==> config.mk <==
export PLATFORM = sky130hd
export DESIGN_NAME = imem_loader
export DESIGN_NICKNAME = d
export VERILOG_FILES = /design/src/rtl/imem_loader.sv
export SDC_FILE = /design/constraint.sdc
export NUM_CORES = 1
export LEC_CHECK = 0
export BUFFER_PORTS_ARGS = -buffer_cell sky130_fd_sc_hd__buf_2
export CAP_MARGIN = 30
export CORE_ASPECT_RATIO = 0.9
export CORE_UTILIZATION = 45
export CTS_CLUSTER_DIAMETER = 30
export CTS_CLUSTER_SIZE = 10
export DETAILED_ROUTE_END_ITERATION = 7
export PLACE_DENSITY_LB_ADDON = 0.2
export SLEW_MARGIN = 20
export SYNTH_ARGS = -nofsm -noshare
export SYNTH_HDL_FRONTEND = slang
export SYNTH_SLANG_ARGS = --single-unit
==> constraint.sdc <==
create_clock -name clk -period 2.94 [get_ports clk]
set_input_delay 0.294 -clock clk [delete_from_list [all_inputs] [get_ports clk]]
set_output_delay 0.294 -clock clk [all_outputs]
set_load 0.05 [all_outputs]
==> src/rtl/imem_loader.sv <==
// Byte-stream program loader: assembles big-endian words from a framed byte
// stream, writes them to the 256-word IMEM and validates the frame with an XOR checksum.
module imem_loader #(
  parameter logic [7:0]  HEADER  = 8'hA5,
  parameter int unsigned TIMEOUT = 1024
) (
  input  logic        clk,
  input  logic        reset,
  input  logic [7:0]  rx_data,
  input  logic        rx_valid,
  output logic        rx_ready,
  output logic        imem_we,
  output logic [7:0]  imem_addr,
  output logic [31:0] imem_wdata,
  output logic        cpu_hold,
  output logic        load_done,
  output logic        load_error
);

  localparam int unsigned IDLE_W = $clog2(TIMEOUT);
  localparam logic [IDLE_W-1:0] IDLE_LAST = IDLE_W'(TIMEOUT - 1);

  typedef enum logic [1:0] {S_IDLE, S_COUNT, S_DATA, S_CHECK} state_t;

  state_t            state_q, state_d;
  logic              rx_ready_d, imem_we_d, cpu_hold_d, load_done_d, load_error_d;
  logic [7:0]        imem_addr_d;
  logic [31:0]       imem_wdata_d;
  logic [8:0]        remaining_q, remaining_d;
  logic [7:0]        word_idx_q, word_idx_d;
  logic [1:0]        byte_idx_q, byte_idx_d;
  logic [23:0]       asm_q, asm_d;
  logic [7:0]        acc_q, acc_d;
  logic [IDLE_W-1:0] idle_q, idle_d;
  logic              rx_fire_c;

  assign rx_fire_c = rx_valid && rx_ready;

  // State and all registered outputs/datapath
  always_ff @(posedge clk or posedge reset) begin
    if (reset) begin
      state_q     <= S_IDLE;
      rx_ready    <= 1'b0;
      imem_we     <= 1'b0;
      imem_addr   <= 8'd0;
      imem_wdata  <= 32'd0;
      cpu_hold    <= 1'b0;
      load_done   <= 1'b0;
      load_error  <= 1'b0;
      remaining_q <= 9'd0;
      word_idx_q  <= 8'd0;
      byte_idx_q  <= 2'd0;
      asm_q       <= 24'd0;
      acc_q       <= 8'd0;
      idle_q      <= '0;
    end else begin
      state_q     <= state_d;
      rx_ready    <= rx_ready_d;
      imem_we     <= imem_we_d;
      imem_addr   <= imem_addr_d;
      imem_wdata  <= imem_wdata_d;
      cpu_hold    <= cpu_hold_d;
      load_done   <= load_done_d;
      load_error  <= load_error_d;
      remaining_q <= remaining_d;
      word_idx_q  <= word_idx_d;
      byte_idx_q  <= byte_idx_d;
      asm_q       <= asm_d;
      acc_q       <= acc_d;
      idle_q      <= idle_d;
    end
  end

  // Next-state and output logic
  always_comb begin
    state_d      = state_q;
    rx_ready_d   = 1'b1;
    imem_we_d    = 1'b0;
    imem_addr_d  = imem_addr;
    imem_wdata_d = imem_wdata;
    cpu_hold_d   = cpu_hold;
    load_done_d  = load_done;
    load_error_d = load_error;
    remaining_d  = remaining_q;
    word_idx_d   = word_idx_q;
    byte_idx_d   = byte_idx_q;
    asm_d        = asm_q;
    acc_d        = acc_q;
    idle_d       = '0;

    // Inter-byte watchdog; only counts while a frame is open
    if (state_q != S_IDLE && !rx_fire_c) begin
      if (idle_q == IDLE_LAST) begin
        state_d      = S_IDLE;
        cpu_hold_d   = 1'b0;
        load_done_d  = 1'b0;
        load_error_d = 1'b1;
      end else begin
        idle_d = idle_q + IDLE_W'(1);
      end
    end

    case (state_q)
      S_IDLE: begin
        if (rx_fire_c && rx_data == HEADER) begin
          state_d      = S_COUNT;
          cpu_hold_d   = 1'b1;
          load_done_d  = 1'b0;
          load_error_d = 1'b0;
        end
      end
      S_COUNT: begin
        if (rx_fire_c) begin
          state_d     = S_DATA;
          remaining_d = (rx_data == 8'd0) ? 9'd256 : {1'b0, rx_data};
          word_idx_d  = 8'd0;
          byte_idx_d  = 2'd0;
          acc_d       = 8'd0;
        end
      end
      S_DATA: begin
        if (rx_fire_c) begin
          asm_d      = {asm_q[15:0], rx_data};
          acc_d      = acc_q ^ rx_data;
          byte_idx_d = byte_idx_q + 2'd1;
          if (byte_idx_q == 2'd3) begin
            imem_we_d    = 1'b1;
            imem_addr_d  = word_idx_q;
            imem_wdata_d = {asm_q, rx_data};
            word_idx_d   = word_idx_q + 8'd1;
            remaining_d  = remaining_q - 9'd1;
            if (remaining_q == 9'd1) state_d = S_CHECK;
          end
        end
      end
      S_CHECK: begin
        if (rx_fire_c) begin
          state_d      = S_IDLE;
          cpu_hold_d   = 1'b0;
          load_done_d  = (rx_data == acc_q);
          load_error_d = (rx_data != acc_q);
        end
      end
      default: state_d = S_IDLE;
    endcase
  end

endmodule

Word level (Yosys, flattened, before mapping)
Index checks and enable logic that the tools add are counted.

Register bits after elaboration: 108. Input port bits: 11. Logic and storage cells: 86.

$add $sub $neg: 4. Equality and inequality tests: 12. Muxes and demuxes: 43. Bitwise gates (word level): 1. Reduce and logical (&&, ||, !) cells: 12.

Operators by type and width (number): two-way mux 9 bit (4); two-way mux 8 bit (4); case mux 8 bit (2 select lines) (2); two-way mux 10 bit (2); two-way mux 2 bit (10); case mux 9 bit (2 select lines) (1); two-way mux 1 bit (15); adder 10 x 1 -> 10 bit, second input constant (1); == test 10 bit, second input constant (1); == test 9 x 1 -> 1 bit, second input constant (1); subtractor 9 x 1 -> 9 bit, second input constant (1); adder 8 x 1 -> 8 bit, second input constant (1); == test 8 bit (1); == test 8 bit, second input constant (1); zero test 8 bit (1); inequality test 8 bit (1); case mux 2 bit (4 select lines) (1); bitwise XOR 8 bit (1); == test 2 bit, second input constant (3); inequality test 2 bit, second input constant (3); case mux 1 bit (2 select lines) (3); AND reduction 3 bit (2); case mux 2 bit (2 select lines) (1); AND reduction 4 bit (1); 7 further kinds (10).

Longest topological paths before layout
Gate-level depths: netlist of run 1.

Depth in word-level cells: 8. Depth in mapped cells: 10. Mapped depth without buffers: 8.

Least setup slack after synthesis of run 1
Ideal clock, no wire load.

Path type: reg2reg. Start: register state_q[0]. End: register word_idx_q[1]. Data arrival time: 1.732 ns. Required time: 2.819 ns. Path slack: 1.087 ns. Cell stages (with the launch flop): 10. Path buffers: 2. Cells stage by stage: dfrtp_1 -> inv_1 -> ha_1 -> mux2_1 -> and2_1 -> buf_2 -> nand2_4 -> inv_2 -> buf_2 -> a22o_1.

Word-level cells in the longest chain between the ends: 3. Elaborated cells on any way between the ends: 8. Classes of those cells: 5 x eq/ne; 1 x mux; 2 x reduce/logical.

RTL lines: start, declared (RTL line 25) `state_t state_q, state_d;`; start signal, assigned (RTL line 57) `state_q <= state_d;`; == test 2 bit or == test 2 x 1 -> 1 bit (tied branches) (RTL line 103) `case (state_q)`; inequality test 2 bit (no source line) or nonzero test 2 bit (tied branches); AND reduction 4 bit (no source line); end signal, assigned (RTL line 66) `word_idx_q <= word_idx_d;`; end, declared (RTL line 30) `logic [7:0] word_idx_q, word_idx_d;`.

Several ways; a longest one is shown, not always the timed one. A chain may end at the register's enable or synchronous reset.

Final worst setup path of run 1
Start: register state_q[0]. End: register state_q[1].

Word-level cells in the longest chain between the ends: 7. Elaborated cells on any way between the ends: 14. Classes of those cells: 3 x eq/ne; 8 x mux; 3 x reduce/logical.

RTL lines: nonzero test 2 bit (RTL line 92) `if (state_q != S_IDLE && !rx_fire_c) begin`; logical AND 1 bit (RTL line 92); two-way mux 2 bit (RTL line 92); two-way mux 2 bit (RTL line 132) `if (remaining_q == 9'd1) state_d = S_CHECK;`; two-way mux 2 bit (RTL line 126) `if (byte_idx_q == 2'd3) begin`; two-way mux 2 bit (RTL line 122) `if (rx_fire_c) begin`; case mux 2 bit (4 select lines) * (RTL line 103); via state_d[1] (RTL line 25).

The timed path passes the listed nets; every way through them passes the cells marked *.

==> reports/qor.csv, run 1 <==
stage,metric,value,unit
final_layout,storage element area,0.002703,mm²
hold_path,Min-Delay Path Class,input pin to asynchronous set/reset pin,
place,Placement Setup Slack,0.6364,ns
place,GPL Wtd Cong,0.8321,
drt,via count,3643,
critical_path,Setup crit start kind,flop,
place,PortBufs,55,
critical_path,worst reg-to-reg setup slack,0.66,ns
timing,final setup fails,0,
logic_synthesis,"flops & latches, synth",108,
final_layout,Multi-input gate area,0.001901,mm²
logic_synthesis,main combinational cell family by area after synthesis,simple AND/OR/NAND/NOR gates,
drt,DRT Pass-1 Iters,4,
power_and_ir_drop,Clk network pwr share,22.7,%
critical_path,Worst Path Max Fanout,41,
cts,number of buffers created by CTS,9,
logic_synthesis,Synth Area in XOR/XNOR,3.698,%
final_layout,most frequent cells in the layout,"nand2_1 (205), dfrtp_1 (108), buf_2 (55)",
timing,Slew @ Worst Pin,0.6661,ns
power_and_ir_drop,Net Switching,2.125,mW
logic_synthesis,Synth Instances,524,
place,DP Area,0.005139,mm²
cts,Resize count post-CTS,0,
global_route,global route overflow,0,
logic_synthesis,Compound-Gate Fraction of Synth Area,8.109,%
floorplanning,die width,110.2,µm
timing,Layout Skew,0.01006,ns
drt,drt first-iter violations,207,
critical_path,Critical Path AT,2.55,ns
cts,maximum root-to-sink buffer count,2,
logic_synthesis,Post-Syn Area,0.004737,mm²
final_layout,n_diodes,0,
timing,Max Slew Vio Count,0,
logic_synthesis,Syn Nets,544,
critical_path,RR Endpoint,state_q[1]$_DFF_PP0_,
critical_path,Reg2Reg Depth,9,
logic_synthesis,post-synthesis adder-cell area fraction,2.377,%
final_layout,filler instances,993,
cts,CTS sink cnt,108,
drt,DRC viols,0,
global_route,number of global-route vias before repair,3736,
power_and_ir_drop,Max IR drop VDD,0.5899,mV
timing,crit share post-route,77.66,%
logic_synthesis,Post-synth EDFFs,0,
timing,Max Freq,438.0,MHz
floorplanning,Initial Utilization,46.23,%
critical_path,CP Class,flop to flop,
final_layout,fin area,0.005425,mm²
cts,worst skew pair latency,0.35,ns
logic_synthesis,Yosys cell types,44,
floorplanning,die height,99.34,µm
floorplanning,num rows,35,
power_and_ir_drop,switching share of power,40.57,%
run,Max Cap Viol,0,
cts,htree depth,3,
critical_path,Critical Path RT,3.21,ns
power_and_ir_drop,internal power,3.113,mW
logic_synthesis,sequential area share after synthesis,57.05,%
drt,Wirelength per Cell,13.90,µm
critical_path,capturing element type of the critical path,flop,
cts,setup bufs post-CTS,0,
floorplanning,die area,0.01094,mm²
power_and_ir_drop,PwrDens,965.6,mW/mm²
cts,CTS tree,done,
logic_synthesis,Synth Area in Simple Gates,25.62,%
final_layout,Util after Layout,52.94,%
place,DP HPWL,6.479,mm
logic_synthesis,average cell area after synthesis,9.040,µm²
global_route,pin count of the biggest net entering global routing,109,
logic_synthesis,YS warnings,0,
final_layout,share of cells above drive strength 1,14.21,%
timing,PnR worst setup slack,0.6568,ns
critical_path,RR Startpoint,state_q[0]$_DFF_PP0_,
final_layout,"most common cell after layout, fill and taps aside",nand2_1,
logic_synthesis,"Top FF cell, synth",dfrtp_1,
global_route,Total Routing Usage GR,20.64,%
timing,setup tns final,0,ns
power_and_ir_drop,combinational share of power,34.5,%
critical_path,crit path launch,state_q[0]$_DFF_PP0_,
floorplanning,# IOs,56,
drt,routed wire length,9.815,mm
cts,hold buffers post-CTS,0,
cts,clk root buf,clkbuf_16,
timing,worst rel slew slack,55.53,%
timing,unrepaired setup endpoints after global routing,no,
drt,via/cell ratio,5.160,
power_and_ir_drop,P_leak,2.883,nW
drt,"antenna viol nets, final",0,
timing,Final Hold Fails,0,
floorplanning,core box area,0.01025,mm²
final_layout,Layout area overhead,14.53,%
cts,Worst-path clk slew,0.07,ns
power_and_ir_drop,Reg power frac,42.8,%
logic_synthesis,Post-synth ARST share,100.0,%
global_route,initial antenna violation count,0,
logic_synthesis,post-synthesis mux area share,0.2377,%
timing,crit path time final,2.283,ns
final_layout,Final nets,594,
outcome,status,"finished, final reports clean",
global_route,first-pass GRT wire length,17.37,mm
==> metrics by stage <==
stage	power, mW	hold WS [ns]	cells
floorplan	3.632	0.3994	524
global placement	4.030	0.4560	692
detailed placement	4.096	0.4532	692
CTS	5.302	0.1341	706
global route	5.612	0.1697	706
finish	5.239	0.09286	706
==> cells by family after synthesis <==
kind of cell / count (synthesis)
simple gates: 287
flops: 108
compound gates: 67
buf+inv: 31
xor+xnor: 20
fa+ha+maj: 9
other cells: 1
mux: 1
==> Yosys cell counts, drive strengths merged, types with 4 or more instances <==
cell | n | area, µm²
clkbuf | 10 | 38.78
nor3 | 5 | 25.02
inv | 8 | 30.03
a21oi | 16 | 80.08
nor2 | 36 | 135.1
nand2 | 206 | 780.8
o21ai | 34 | 170.2
dfrtp | 108 | 2703
xnor2 | 5 | 43.79
and3 | 4 | 25.02
nand4 | 4 | 25.02
buf | 13 | 65.06
nand3 | 12 | 65.06
xor2 | 15 | 131.4
and2 | 4 | 27.53
nor4 | 4 | 40.04
ha | 9 | 112.6
==> cell type report <==
class	count	share of cell area (%)
Clock buffer	9	4.151
Clock inverter	5	1.130
Inverter	8	0.6227
Multi-Input combinational cell	385	35.03
Sequential cell	108	49.82
Tap cell	129	2.975
Timing Repair Buffer	62	6.273
==> per-layer routing <==
| layer | GRT usage, % | vias up | wire, µm |
|---|---|---|---|
| li1 | - | 1805 | - |
| met1 | 26.76 | 1760 | 4570 |
| met2 | 33.03 | 65 | 4620 |
| met3 | 5.767 | 13 | 466 |
| met4 | 7.490 | 0 | 158 |
| met5 | 0 | - | 0 |
==> registers in the layout, indices dropped and copies added (netlist names), 2 cells and up <==
register,flops
byte_idx_q,2
asm_q,24
idle_q,10
acc_q,8
word_idx_q,8
state_q,2
imem_wdata,32
imem_addr,8
remaining_q,9
==> worst max path at each step <==
stage / endpoint / depth (start not counted) / slack [ns]
floorplan: word_idx_q[1]$_DFFE_PP0P_ / 9 / 1.09
global placement: state_q[1]$_DFF_PP0_ / 9 / 0.70
detailed placement: state_q[1]$_DFF_PP0_ / 9 / 0.64
CTS: state_q[1]$_DFF_PP0_ / 9 / 0.61
global route: state_q[1]$_DFF_PP0_ / 9 / 0.41
finish: state_q[1]$_DFF_PP0_ / 9 / 0.66
==> worst max-delay path, stage by stage, from the launching register on <==
cell     delay, ns
dfrtp_1       0.39
inv_1         0.09
ha_1          0.22
mux2_1        0.21
and2_1        0.12
buf_4         0.20
nand2_4       0.07
inv_2         0.50
a31oi_1       0.21
a22oi_1       0.20
==> power groups by stage <==
stage	registers, mW	clock network (mW)	logic (mW)
floorplan	2.79	0	0.845
CTS	2.25	1.22	1.83
global route	2.31	1.28	2.02
detailed placement	2.27	0	1.82
global placement	2.25	0	1.78
finish	2.24	1.19	1.81
Power figures use the tool's default switching activity.
==> run 2, diff against run 1 <==
- clock period: 2.94 -> 1.85 ns (I/O delays scaled with it)
==> run 2 against run 1 <==
The flow now finishes with violations (negative hold slack). Utilization is 2.0 points higher. Sequential power is 59% higher. First-iteration DRC count is 21% lower. Register-to-register slack worse by 0.62 ns. Cell area is 3.8% higher. Combinational power is 67% higher. Sequential cell count stayed put. Sequential share of layout area is 1.8 points lower. Highest routed layer unchanged.
==> reports/qor.csv, run 2 (synthesis results as in run 1) <==
stage,metric,value,unit,change
global_route,pin count of the biggest net entering global routing,109,,unchanged
place,DP HPWL,6.532,mm,+0.81%
power_and_ir_drop,combinational share of power,35.2,%,+0.7 points
drt,drt first-iter violations,163,,-21%
floorplanning,die area,0.01094,mm²,unchanged
timing,Layout Skew,0.008420,ns,-0.001645 ns
power_and_ir_drop,PwrDens,1532,mW/mm²,+59%
power_and_ir_drop,Max IR drop VDD,0.6446,mV,+9.3%
timing,Max Freq,552.8,MHz,+26%
critical_path,Critical Path RT,2.09,ns,-1.12 ns
cts,hold buffers post-CTS,0,,unchanged
timing,Max Slew Vio Count,0,,unchanged
drt,via/cell ratio,5.108,,-1.0%
power_and_ir_drop,internal power,5.128,mW,+65%
drt,routed wire length,10.24,mm,+4.4%
drt,DRT Pass-1 Iters,4,,unchanged
critical_path,Setup crit start kind,flop,,
place,GPL Wtd Cong,0.8341,,+0.24%
floorplanning,core box area,0.01025,mm²,unchanged
global_route,initial antenna violation count,0,,unchanged
timing,final setup fails,0,,unchanged
timing,Min Hold Slack,-0.03086,ns,-0.1237 ns
final_layout,n_diodes,0,,unchanged
run,Max Cap Viol,0,,unchanged
drt,via count,3673,,+0.82%
cts,number of buffers created by CTS,9,,unchanged
timing,unrepaired setup endpoints after global routing,yes,,
timing,Final Hold Fails,24,,+24
cts,worst skew pair latency,0.35,ns,about the same
cts,maximum root-to-sink buffer count,2,,unchanged
timing,Slew @ Worst Pin,0.5976,ns,-0.06846 ns
cts,Worst-path clk slew,0.08,ns,about the same
power_and_ir_drop,switching share of power,40.58,%,about the same
final_layout,Largest Register,imem_wdata,,
critical_path,Critical Path AT,2.05,ns,-0.50 ns
final_layout,Final nets,605,,+1.9%
final_layout,Util after Layout,54.97,%,+2.0 points
floorplanning,num rows,35,,unchanged
outcome,status,"complete, but fails checks",,
place,dpl cells,699,,+1.0%
hold_path,Min-Delay Path Class,input pin to asynchronous set/reset pin,,
global_route,number of global-route vias before repair,3567,,-4.5%
final_layout,top flop regs,"imem_wdata: 32 flops, asm_q: 24 flops, idle_q: 10 flops",,
cts,CTS sink cnt,108,,unchanged
power_and_ir_drop,Net Switching,3.502,mW,+65%
critical_path,capturing element type of the critical path,flop,,
floorplanning,# IOs,56,,unchanged
floorplanning,die height,99.34,µm,unchanged
power_and_ir_drop,Clk network pwr share,23.6,%,+0.9 points
global_route,global route overflow,0,,unchanged
outcome,failing checks,negative hold slack,,
cts,htree depth,3,,unchanged
drt,Wirelength per Cell,14.25,µm,+2.5%
power_and_ir_drop,Reg power frac,41.3,%,-1.5 points
floorplanning,Initial Utilization,46.23,%,unchanged
timing,crit path time final,1.809,ns,-0.4742 ns
cts,CTS tree,done,,
cts,clk root buf,clkbuf_16,,
timing,crit share post-route,97.78,%,+20 points
timing,worst rel slew slack,59.79,%,+4.3 points
power_and_ir_drop,P_leak,2.982,nW,+3.4%
critical_path,CP Class,flop to flop,,
global_route,Total Routing Usage GR,20.79,%,+0.16 points
place,PortBufs,55,,unchanged
final_layout,Final Non-Filler Cells,719,,+1.8%
final_layout,"most common cell after layout, fill and taps aside",nand2_1,,
critical_path,Worst Path Max Fanout,20,,-51%
final_layout,most frequent cells in the layout,"nand2_1 (204), dfrtp_1 (108), buf_2 (55)",,
floorplanning,die width,110.2,µm,unchanged
final_layout,Layout area overhead,18.91,%,
final_layout,share of cells above drive strength 1,17.12,%,+2.9 points
global_route,first-pass GRT wire length,17.42,mm,+0.28%
drt,DRC viols,0,,unchanged
final_layout,number of flip-flops in the largest register,32,,unchanged
drt,"antenna viol nets, final",0,,unchanged
## run 2: routing by layer
| layer | GRT usage [%] | routed length [µm] |
|---|---|---|
| met2 | 30.82 | 4623 |
| met4 | 8.097 | 106 |
| met3 | 3.735 | 490 |
| met1 | 30.43 | 5022 |
| met5 | 0 | 0 |
## run 2: cell type report
class	count	area, µm²
clock buffers	10	239.0
clock inverters	6	78.83
fillers	988	4614
inverters	8	33.78
multi-input cells	385	1914
flip-flops and latches	108	2703
well taps	129	161.4
repair buffers	73	503.0
## run 2: critical path, stage by stage, from the launching register on
cell     delay (ns)
dfrtp_1        0.42
inv_2          0.07
ha_2           0.17
mux2_2         0.35
and2_4         0.18
nand2_4        0.08
inv_2          0.07
buf_12         0.16
a22o_1         0.17
## run 2: repair_timing
item | CTS | global route
pin swaps | 0 | 0
endpoints found under the setup margin | 3 | 25
hold endpoints to repair | 0 | 0
cloned | 0 | 1
setup buffers | 1 | 2
resized for setup | 1 | 3
## run 2: path summary, 6_finish.rpt
path	start	endpoint	slack, ns	depth (start not counted)
worst max-delay path	state_q[0]$_DFF_PP0_	word_idx_q[1]$_DFFE_PP0P_	0.04	8
worst min-delay path	reset	imem_wdata[30]$_DFFE_PP0P_	-0.03	3
worst max register to register	state_q[0]$_DFF_PP0_	word_idx_q[1]$_DFFE_PP0P_	0.04	8
worst min register to register	asm_q[19]$_DFFE_PP0P_	imem_wdata[27]$_DFFE_PP0P_	0.47	2
max in group asynchronous	reset	load_error$_DFF_PP0_	1.41	3
min in group clk	rx_data[2]	imem_wdata[2]$_DFFE_PP0P_	0.15	3
## run 2: per-stage QoR
step	setup WS, ns	power (mW)	TNS [ns]	cell area, µm²
after floorplan	0.01908	5.776	0	4743
after global routing	-0.02286	9.211	-0.06839	5633
after CTS	0.03144	8.650	0	5584
after global placement	0.04634	6.471	0	5256
after detailed placement	-0.01958	6.567	-0.03171	5256
final	0.04105	8.630	0	5633
## run 2: power by group through the flow
stage / Combinational (mW) / Sequential (mW) / Clock, mW
3_5_place_dp: 2.97 / 3.60 / 0
4_1_cts: 3.01 / 3.56 / 2.08
2_1_floorplan: 1.34 / 4.43 / 0
5_1_grt: 3.37 / 3.67 / 2.17
3_3_place_gp: 2.89 / 3.58 / 0
6_report: 3.03 / 3.56 / 2.03
